--- src/rtl/pipe_stall_sched_pkg.sv ---
// Shared definitions for the pipe_stall_sched block.
//   DEF_STAGES / DEF_DEPTH : default pipeline depth and output buffer size
//   state_e                : issue/drain control FSM states
package pipe_stall_sched_pkg;

  localparam int DEF_STAGES = 3;
  localparam int DEF_DEPTH  = 4;

  typedef enum logic [1:0] {
    ST_RUN     = 2'd0,
    ST_DRAIN   = 2'd1,
    ST_DRAINED = 2'd2
  } state_e;

endpackage

--- src/rtl/pipe_stall_sched_rr_arb2.sv ---
// rr_arb2: two-way round-robin arbiter with a registered preference pointer.
// Ports:
//   clk, reset : clock, synchronous active-high reset (pointer -> requester 0)
//   en         : arbitration allowed this cycle; grant is 00 when low
//   req[1:0]   : per-requester request
//   grant[1:0] : combinational one-hot grant (or 00)
//   ptr        : current preferred requester
module rr_arb2 (
  input  logic       clk,
  input  logic       reset,
  input  logic       en,
  input  logic [1:0] req,
  output logic [1:0] grant,
  output logic       ptr
);

  logic ptr_q, ptr_d;

  always_comb begin
    grant = 2'b00;
    if (en) begin
      case (req)
        2'b01:   grant = 2'b01;
        2'b10:   grant = 2'b10;
        2'b11:   grant = ptr_q ? 2'b10 : 2'b01;
        default: grant = 2'b00;
      endcase
    end
  end

  // Pointer only moves on a granted cycle, and always to the other requester.
  always_comb begin
    ptr_d = ptr_q;
    if (grant[0])      ptr_d = 1'b1;
    else if (grant[1]) ptr_d = 1'b0;
  end

  always_ff @(posedge clk) begin
    if (reset) ptr_q <= 1'b0;
    else       ptr_q <= ptr_d;
  end

  assign ptr = ptr_q;

endmodule

--- src/rtl/pipe_stall_sched.sv ---
// pipe_stall_sched: issue scheduler for a fixed-latency pipeline feeding a
// small output buffer. Tracks in-flight ops, models buffer occupancy, stalls
// the whole pipeline when the tail op cannot be pushed, and supports a
// drain handshake that halts issue until the pipeline is empty.
// Ports:
//   clk, reset   : clock, synchronous active-high reset
//   req[1:0]     : issue requests (held until granted)
//   drain_req    : level request to halt issue and empty the pipeline
//   buf_pop      : downstream consumes one buffer entry
//   grant[1:0]   : combinational one-hot grant
//   issue_valid  : op enters stage 0 this cycle
//   stall_output : global pipeline stall
//   occupancy    : modelled buffer fill level
//   drained      : pipeline empty and issue halted
//   pop_err      : sticky, buf_pop seen while buffer empty
module pipe_stall_sched
  import pipe_stall_sched_pkg::*;
#(
  parameter int STAGES = DEF_STAGES,
  parameter int DEPTH  = DEF_DEPTH,
  localparam int OW    = $clog2(DEPTH + 1)
) (
  input  logic          clk,
  input  logic          reset,
  input  logic [1:0]    req,
  input  logic          drain_req,
  input  logic          buf_pop,
  output logic [1:0]    grant,
  output logic          issue_valid,
  output logic          stall_output,
  output logic [OW-1:0] occupancy,
  output logic          drained,
  output logic          pop_err
);

  localparam logic [OW-1:0] FULL = OW'(DEPTH);

  state_e              state_q, state_d;
  logic [STAGES-1:0]   vld_q, vld_d;
  logic [OW-1:0]       occ_q, occ_d;
  logic                pop_err_q, pop_err_d;
  logic                stall, arb_en, push, pop_eff;
  logic                rr_ptr;

  // Stall comes from registered state only: a buf_pop in the same cycle
  // frees a slot for next cycle, costing one bubble. Masked during reset so
  // outputs stay quiet until the cleared state takes effect.
  assign stall   = !reset && vld_q[STAGES-1] && (occ_q == FULL);
  assign arb_en  = !reset && (state_q == ST_RUN) && !stall && !drain_req;
  assign push    = vld_q[STAGES-1] && !stall;
  assign pop_eff = buf_pop && (occ_q != '0);

  rr_arb2 u_arb (
    .clk   (clk),
    .reset (reset),
    .en    (arb_en),
    .req   (req),
    .grant (grant),
    .ptr   (rr_ptr)
  );

  assign issue_valid = |grant;

  always_comb begin
    vld_d = vld_q;
    if (!stall) begin
      vld_d[0] = issue_valid;
      for (int i = 1; i < STAGES; i++) vld_d[i] = vld_q[i-1];
    end
  end

  // push is already suppressed at FULL and pop_eff at zero, so no clamp needed.
  always_comb begin
    occ_d = occ_q;
    if (push && !pop_eff)      occ_d = occ_q + 1'b1;
    else if (!push && pop_eff) occ_d = occ_q - 1'b1;
  end

  assign pop_err_d = pop_err_q || (buf_pop && (occ_q == '0));

  // DRAIN looks at next-cycle pipeline contents so that drained asserts in
  // the first cycle the pipeline is actually empty.
  always_comb begin
    state_d = state_q;
    case (state_q)
      ST_RUN:     if (drain_req)       state_d = ST_DRAIN;
      ST_DRAIN:   if (vld_d == '0)     state_d = ST_DRAINED;
      ST_DRAINED: if (!drain_req)      state_d = ST_RUN;
      default:                         state_d = ST_RUN;
    endcase
  end

  always_ff @(posedge clk) begin
    if (reset) begin
      state_q   <= ST_RUN;
      vld_q     <= '0;
      occ_q     <= '0;
      pop_err_q <= 1'b0;
    end else begin
      state_q   <= state_d;
      vld_q     <= vld_d;
      occ_q     <= occ_d;
      pop_err_q <= pop_err_d;
    end
  end

  assign stall_output = stall;
  assign occupancy    = occ_q;
  assign drained      = !reset && (state_q == ST_DRAINED);
  assign pop_err      = pop_err_q;

endmodule

--- config.mk ---
export PLATFORM = sky130hd
export DESIGN_NAME = pipe_stall_sched
export DESIGN_NICKNAME = d
export VERILOG_FILES = /design/src/rtl/pipe_stall_sched_pkg.sv /design/src/rtl/pipe_stall_sched_rr_arb2.sv /design/src/rtl/pipe_stall_sched.sv
export SDC_FILE = /design/constraint.sdc
export NUM_CORES = 1
export LEC_CHECK = 0
export CAP_MARGIN = 25
export CORE_UTILIZATION = 35
export CTS_BUF_LIST = sky130_fd_sc_hd__clkbuf_8 sky130_fd_sc_hd__clkbuf_16
export DETAILED_ROUTE_END_ITERATION = 6
export HOLD_SLACK_MARGIN = 0.12
export PLACE_DENSITY = 0.7
export SLEW_MARGIN = 20
export SYNTH_ARGS = -nofsm -noshare
export SYNTH_HDL_FRONTEND = slang
export SYNTH_HIERARCHICAL = 1
export SYNTH_SLANG_ARGS = --single-unit
--- constraint.sdc ---
create_clock -name clk -period 4.4 [get_ports clk]
set_input_delay 1.32 -clock clk [delete_from_list [all_inputs] [get_ports clk]]
set_output_delay 1.32 -clock clk [all_outputs]
set_load 0.05 [all_outputs]
# After elaboration in Yosys (flattened, before gate mapping)
# Index checks and enable logic that the tools add are counted.
# totals
input_bits	6
output_inout_bits	9
wordCells	53
ff_bits	10
# op_classes
n_reduce_logical	25
add_sub_neg	2
n_eq_ne	9
mux	12
# op_table
op	count
$pmux 2 s3	2
$logic_and 1x1->1	11
$mux 2	5
$mux 3	3
$eq 2x2->1 const B	3
$logic_not 3->1	2
$ne 2x2->1 const B	3
$logic_not 1->1	5
$eq 2x1->1 const B	2
$reduce_bool 2->1	2
$add 3x1->3 const B	1
$eq 3x3->1 const B	1
$reduce_and 3->1	1
$reduce_bool 3->1	1
$sub 3x1->3 const B	1
$logic_not 2->1	1
$mux 1	2
$reduce_or 2->1	1
$logic_or 1x1->1	1

# Longest topological paths before layout
# Gate-level depths: netlist (run 1).
# logic_depth
ltp_word	12
ltp_mapped	10
mapped_depth_nobuf	9

# Modules after synthesis
# Netlist (run 1), hierarchy kept.
# by_module_without_submodules
module	cells_per_inst	area_each_um2	seq_area_each_um2	instances
pipe_stall_sched	45	436.7	180.2	1
rr_arb2	9	62.6	20.0	1

# Worst setup path before layout (run 1)
# No wires, ideal clock.
# synth_path
path_type	input to output
from	input port reset
to	output port issue_valid
setup_slack_ns	-0.051
arrival_time_ns	3.131
stages	6
t_required_ns	3.080
n_path_buf	1
cell_sequence	clkbuf_1 -> nor2_1 -> and3b_1 -> nand2_1 -> a21oi_1 -> or2_2
# synth_between
elab_chain_len	8
elab_cells_between_ends	9
cone_classes	mux: 1; reduce/logical: 8
# synth_lines
item	line	text
from (decl)	pipe_stall_sched.sv:24	input logic reset,
$logic_not 1->1 (*)	pipe_stall_sched.sv:48, pipe_stall_sched.sv:49	
$logic_and 1x1->1 (2 in a row)	pipe_stall_sched.sv:48	assign stall = !reset && vld_q[STAGES-1] && (occ_q == FULL);
$logic_not 1->1	-	
$logic_and 1x1->1 (*) (2 in a row)	pipe_stall_sched.sv:49	assign arb_en = !reset && (state_q == ST_RUN) && !stall && !drain_req;
named net arb_en	pipe_stall_sched.sv:42	logic stall, arb_en, push, pop_eff;
$mux 2 (*)	pipe_stall_sched_rr_arb2.sv:21	if (en) begin
named net grant[1]	pipe_stall_sched.sv:28	output logic [1:0] grant,
$reduce_or 2->1 (*)	pipe_stall_sched.sv:62	assign issue_valid = |grant;
to (decl)	pipe_stall_sched.sv:29	output logic issue_valid,
# The timed path passes the listed nets; every way through them passes the cells marked *.

# Worst setup path after layout (run 1)
# layout_path
from	input port drain_req
to	output port issue_valid
# layout_between
elab_chain_len	4
# layout_lines
item	line	text
from (decl)	pipe_stall_sched.sv:26	input logic drain_req,
$logic_not 1->1	-	
$logic_and 1x1->1	pipe_stall_sched.sv:49	
named net arb_en	pipe_stall_sched.sv:42	
$mux 2	pipe_stall_sched_rr_arb2.sv:21	
$reduce_or 2->1	pipe_stall_sched.sv:62	
# The timed path passes the listed nets, and every way through them passes these cells.

==> key figures, run 1 <==
Critical path
  • Crit-path max cell delay: 0.48 ns
  • CP max FO: 4
  • CP Cell Sequence: clkdlybuf4s50_1 -> nor2_1 -> and3b_1 -> nand2_1 -> a21oi_2 -> or2_2 -> buf_12
  • Slowest CP cell: clkdlybuf4s50_1
  • WP data arrival: 2.73 ns
  • WS Path Type: primary input to output pin
  • CP Data Required Time: 3.08 ns
  • Crit. End Element: output pin
  • Critical Path Start Type: primary input

GRT
  • Number of global-route vias before repair: 323
  • Total Routing Usage GR: 13.0%
  • Met2 usage: 16.4%
  • First-pass GRT wire length: 1300 µm
  • GR Overflow Total: 0
  • Largest net degree at the start of global routing: 12
  • GR Layer Usage met1: 16.8%
  • Initial antenna violation count: 0
  • Met3 usage: 6.82%
  • Busiest metal layer after global routing: met1

Clocking
  • # clock sinks: 10
  • Worst-path clk slew: 0.05 ns
  • Hold Buf Count CTS: 0
  • Total CTS buffers: 3
  • CTS tree: built
  • Clk Latency, worst-skew pair: 0.23 ns
  • Post-CTS setup buffers: 0
  • CTS root buffer: clkbuf_8
  • Clock buffer depth: 2
  • # resized after CTS: 0
  • Htree depth: 1

Power and ir drop
  • Logic pwr share: 45.8%
  • Sw Ratio: 39.4%
  • Internal Power: 250 µW
  • P_sw: 162 µW
  • Clock share of power: 21.9%
  • Overall power: 413 µW
  • Reg power frac: 32.2%
  • Worst vdd ir: 0.253 mV
  • PwrDens: 563 mW/mm²
  • Leakage: 0.297 nW

Timing
  • Final setup fails: 0
  • Final-report max-slew violation count: 0
  • Tmin final: 4.05 ns
  • Measured slew at the worst slew-check pin: 0.488 ns
  • Worst slew margin: 67.4%
  • Setup TNS Final: 0 ns
  • FMAX: 247 MHz
  • Clock Skew: 0.00506 ns
  • Fin. Hold Viols: 0
  • Unrepaired setup endpoints after global routing: no
  • Setup WS post-layout: 0.347 ns
  • Period utilisation layout: 92.1%

Routing
  • Routed Antenna Nets: 0
  • Final wirelength: 873 µm
  • Avg Vias per Cell: 4.69
  • Initial DRC count: 1
  • Drt pass-1 iters: 2
  • Post-route DRC violation count: 0
  • WL per Instance: 10.3 µm
  • DR vias: 399

Floorplanning
  • Die width: 39.8 µm
  • Io pins: 15
  • Die Ht: 39.8 µm
  • Initial Util: 37.9%
  • Die area: 0.00158 mm²
  • Row count: 13
  • Core ar.: 0.00132 mm²

Cells and area
  • Commonest non-fill, non-tap cells in the layout: 10 x dfxtp_1, 9 x nor2_1, 9 x clkdlybuf4s50_1, 4 x a21oi_1, 4 x buf_12
  • Core Util, Final: 55.7%
  • Filler instances: 116
  • Area delta synth->final: 46.9%
  • Final Instance Area: 733 µm²
  • Ant. Diodes: 0
  • Sequential cell area: 200 µm²
  • Layout cells sized above 1: 18.6%
  • Fin nets: 80
  • Most common cell after layout, fill and taps aside: dfxtp_1
  • Area of the multi-input gates: 273 µm²

Min path
  • Worst min path class: flop to flop

Place
  • Pre-CTS setup slack: 0.355 ns
  • Hpwl dp: 688 µm
  • Cell Area, Placed: 692 µm²
  • Placer Congestion: 0.673
  • Buffers on Ports: 14

Synthesis
  • Post-synthesis mux area share: 4.01%
  • Synthesized area per cell: 9.24 µm²
  • Synth Area in Compound Gates: 9.52%
  • Synth warn: 6
  • Yosys reg bits: 10
  • Cell variety after synth: 25
  • Main combinational cell family by area after synthesis: simple AND/OR/NAND/NOR gates
  • Synth Area in Adders: 6.52%
  • Sequential area share after synthesis: 40.1%
  • Simple-Gate Fraction of Synth Area: 30.3%
  • Synth Instances: 54
  • XOR/XNOR share of the synthesized area: 3.51%
  • Post-Syn Area: 499 µm²
  • Net Count, Synth: 62

Status
  • Outcome: finished, final reports clean

Run
  • Max-cap violations: 0
## final cells by class
cell class	count	share of cell area, %
multi-input cells	39	37.2
flip-flops and latches	10	27.3
repair buffers	16	26.3
clock buffers	3	5.63
well taps	15	2.56
inverters	2	1.02
## kinds of logic after synthesis
| kind of cell | Yosys count |
|---|---|
| mux | 2 |
| compound gates | 8 |
| simple gates | 25 |
| buf+inv | 5 |
| flops | 10 |
| xor+xnor | 2 |
| fa+ha+maj | 2 |
## per-layer routing
layer	routed length (µm)	up-vias
met5	0	-
met4	0	0
met3	28	0
met2	379	6
met1	465	176
li1	-	217
## power by group through the flow
stage | combinational, mW | sequential (mW) | clock (mW)
CTS | 0.189 | 0.133 | 0.0926
finish | 0.189 | 0.133 | 0.0905
global placement | 0.186 | 0.134 | 0
floorplan | 0.0790 | 0.185 | 0
global route | 0.206 | 0.137 | 0.0974
detailed placement | 0.188 | 0.135 | 0
## synthesized netlist by cell type
| master | number | area share [%] |
|---|---|---|
| xor2_1 | 2 | 3.5 |
| a21oi_1 | 5 | 5.0 |
| ha_1 | 1 | 2.5 |
| nor2b_1 | 3 | 3.8 |
| buf_6 | 1 | 2.3 |
| and3b_1 | 1 | 1.8 |
| or2_2 | 1 | 1.3 |
| dfxtp_1 | 10 | 40 |
| o21ai_0 | 1 | 1.0 |
| clkbuf_1 | 1 | 0.75 |
| buf_4 | 1 | 1.5 |
| inv_1 | 2 | 1.5 |
| nor4_4 | 1 | 4.3 |
| nor3b_1 | 1 | 1.5 |
| or3_1 | 1 | 1.3 |
| nor2_1 | 9 | 6.8 |
| and4bb_1 | 1 | 2.5 |
| nor4_1 | 1 | 1.3 |
| nand2b_1 | 2 | 2.5 |
| nand2_1 | 2 | 1.5 |
| fa_1 | 1 | 4.0 |
| a311oi_1 | 1 | 1.8 |
| mux2i_1 | 2 | 4.0 |
| nor3_1 | 2 | 2.0 |
| a22o_1 | 1 | 1.8 |
## through the flow
stage          hold WS [ns]  std cells
2_1_floorplan         0.417         54
3_3_place_gp          0.445         82
3_5_place_dp          0.450         82
4_1_cts               0.459         85
5_1_grt               0.486         85
6_report              0.462         85
## critical path, delay by kind of cell
family | cells | cell delay (ns)
buffers and inverters | 2 | 0.65
AO/OA/AOI/OAI | 1 | 0.05
AND/OR/NAND/NOR | 4 | 0.72
## flip-flops by register name, indices dropped and copies added, names as in the netlist
register / cells
vld_q: 3
occupancy: 3
pop_err: 1
u_arb/ptr: 1
state_q: 2
## path summary, 6_finish.rpt
path	startpoint	end	slack, ns	cells after the start
max	drain_req	issue_valid	0.35	7
max reg2reg	occupancy[1]$_SDFFE_PP0P_	occupancy[2]$_SDFFE_PP0P_	2.07	9
min	state_q[1]$_SDFFE_PP0P_	state_q[0]$_SDFFE_PP0P_	0.46	1
min reg2reg	state_q[1]$_SDFFE_PP0P_	state_q[0]$_SDFFE_PP0P_	0.46	1
Power figures use the tool's default switching activity.
==> inputs of run 2 (changes only) <==
--- a/config.mk
+++ b/config.mk
@@ -6,11 +6,11 @@
 export NUM_CORES = 1
 export LEC_CHECK = 0
 export CAP_MARGIN = 25
-export CORE_UTILIZATION = 35
+export CORE_UTILIZATION = 25
 export CTS_BUF_LIST = sky130_fd_sc_hd__clkbuf_8 sky130_fd_sc_hd__clkbuf_16
 export DETAILED_ROUTE_END_ITERATION = 6
 export HOLD_SLACK_MARGIN = 0.12
-export PLACE_DENSITY = 0.7
+export PLACE_DENSITY = 0.56
 export SLEW_MARGIN = 20
 export SYNTH_ARGS = -nofsm -noshare
 export SYNTH_HDL_FRONTEND = slang
==> key figures, run 2 (synthesized netlist as in run 1, its figures left out) <==
Floorplanning
  • Die width: 46.7 µm (+17%)
  • Initial Util: 27.7% (-10 points)
  • Core ar.: 0.00180 mm² (+37%)
  • Row count: 15 (+2)
  • Io pins: 15 (unchanged)
  • Die area: 0.00218 mm² (+38%)
  • Die Ht: 46.7 µm (+17%)

Place
  • Hpwl dp: 738 µm (+7.2%)
  • Inst Count DP: 92 (+12%)
  • Pre-CTS setup slack: 0.340 ns (-0.0147 ns)
  • Placer Congestion: 0.659 (-2.1%)
  • Buffers on Ports: 14 (unchanged)

Cells and area
  • Ant. Diodes: 0 (unchanged)
  • Most common cell after layout, fill and taps aside: dfxtp_1
  • Fin nets: 80 (unchanged)
  • Filler instances: 185 (+59%)
  • Commonest non-fill, non-tap cells in the layout: 10 x dfxtp_1, 9 x nor2_1, 9 x clkdlybuf4s50_1
  • Layout Cells excl Fill: 96 (+13%)
  • Layout cells sized above 1: 19.7% (+1.1 points)
  • Area delta synth->final: 52.1%

Power and ir drop
  • Worst vdd ir: 0.186 mV (-26%)
  • PwrDens: 569 mW/mm² (+1.2%)
  • Overall power: 432 µW (+4.8%)
  • Leakage: 0.304 nW (+2.4%)

Critical path
  • CP Data Required Time: 3.08 ns (about the same)
  • Critical Path Start Type: primary input
  • WP data arrival: 2.76 ns (+0.03 ns)
  • Crit. End Element: output pin
  • WS Path Type: primary input to output pin
  • CP max FO: 4 (unchanged)

Status
  • Outcome: finished, final reports clean

Clocking
  • # clock sinks: 10 (unchanged)
  • Post-CTS setup buffers: 0 (unchanged)
  • # resized after CTS: 0 (unchanged)
  • Htree depth: 1 (unchanged)
  • CTS tree: built
  • Hold Buf Count CTS: 0 (unchanged)
  • Worst-path clk slew: 0.05 ns (about the same)
  • Clk Latency, worst-skew pair: 0.23 ns (about the same)
  • CTS root buffer: clkbuf_8
  • Clock buffer depth: 2 (unchanged)
  • Total CTS buffers: 3 (unchanged)

Timing
  • Period utilisation layout: 92.7% (+0.62 points)
  • Final-report max-slew violation count: 0 (unchanged)
  • Setup WS post-layout: 0.320 ns (-0.0275 ns)
  • Setup TNS Final: 0 ns (unchanged)
  • Tmin final: 4.08 ns (+0.0275 ns)
  • FMAX: 245 MHz (-0.67%)
  • Unrepaired setup endpoints after global routing: no
  • Clock Skew: 0.00452 ns (-0.000543 ns)
  • Measured slew at the worst slew-check pin: 0.517 ns (+0.0294 ns)
  • Final setup fails: 0 (unchanged)
  • Worst slew margin: 65.4% (-1.9 points)
  • Hold Slack: 0.467 ns (+0.00439 ns)
  • Fin. Hold Viols: 0 (unchanged)

Min path
  • Worst min path class: flop to flop

Routing
  • Final wirelength: 961 µm (+10%)
  • DR vias: 421 (+5.5%)
  • Routed Antenna Nets: 0 (unchanged)
  • Drt pass-1 iters: 3 (+1)
  • Post-route DRC violation count: 0 (unchanged)
  • Initial DRC count: 2 (+1)
  • WL per Instance: 10.0 µm (-2.5%)
  • Avg Vias per Cell: 4.39 (-6.6%)

GRT
  • GR Overflow Total: 0 (unchanged)
  • First-pass GRT wire length: 1560 µm (+20%)
  • Initial antenna violation count: 0 (unchanged)
  • Largest net degree at the start of global routing: 12 (unchanged)
  • Total Routing Usage GR: 10.2% (-2.7 points)
  • Number of global-route vias before repair: 394 (+22%)

Run
  • Max-cap violations: 0 (unchanged)
-- run 2: cell count changes in the layout (fill, tap and decap cells not counted) --
| cell | delta |
|---|---|
| clkbuf_8 | +1 |
-- run 2: final timing paths --
kind                                           startpoint                        end  slack [ns]  depth (start not counted)
worst max-delay path                            drain_req                issue_valid        0.32                          7
worst min-delay path              state_q[1]$_SDFFE_PP0P_    state_q[0]$_SDFFE_PP0P_        0.47                          1
worst max register to register  occupancy[1]$_SDFFE_PP0P_  occupancy[2]$_SDFFE_PP0P_        2.04                          9
worst min register to register    state_q[1]$_SDFFE_PP0P_    state_q[0]$_SDFFE_PP0P_        0.47                          1
-- run 2: per-stage QoR --
step / area [µm²] / util (%)
6_report: 759 / 42.2
5_1_grt: 759 / 42.2
4_1_cts: 759 / 42.2
3_5_place_dp: 704 / 39.1
3_3_place_gp: 704 / 39.1
2_1_floorplan: 503 / -
-- run 2: layer usage --
layer  up-vias  GRT usage, %  wire (µm)
met5         -             0          0
met1       190          11.2        465
met4         0          5.14         18
met2        11          18.1        451
li1        218             -          -
met3         2          2.35         25
-- run 2: final cells by class --
type                            instances  area [µm²]  share of cell area, %
Timing Repair Buffer                   16         193                   25.4
Sequential cell                        10         200                   26.4
Multi-Input combinational cell         39         273                   35.9
Clock buffer                            4        55.1                   7.25
Tap cell                               25        31.3                   4.12
Inverter                                2        7.51                  0.988
-- run 2: power breakdown --
part	internal (mW)	switching [mW]	leakage [nW]	total [mW]
clock	0.0786	0.0347	0.0288	0.113
sequential	0.111	0.0216	0.0819	0.132
combinational	0.0786	0.108	0.194	0.187
-- run 2: worst max-delay path: stages --
cell             delay (ns)
clkdlybuf4s50_1        0.49
nor2_1                 0.06
and3b_1                0.21
nand2_1                0.09
a21oi_2                0.05
or2_2                  0.36
buf_12                 0.17
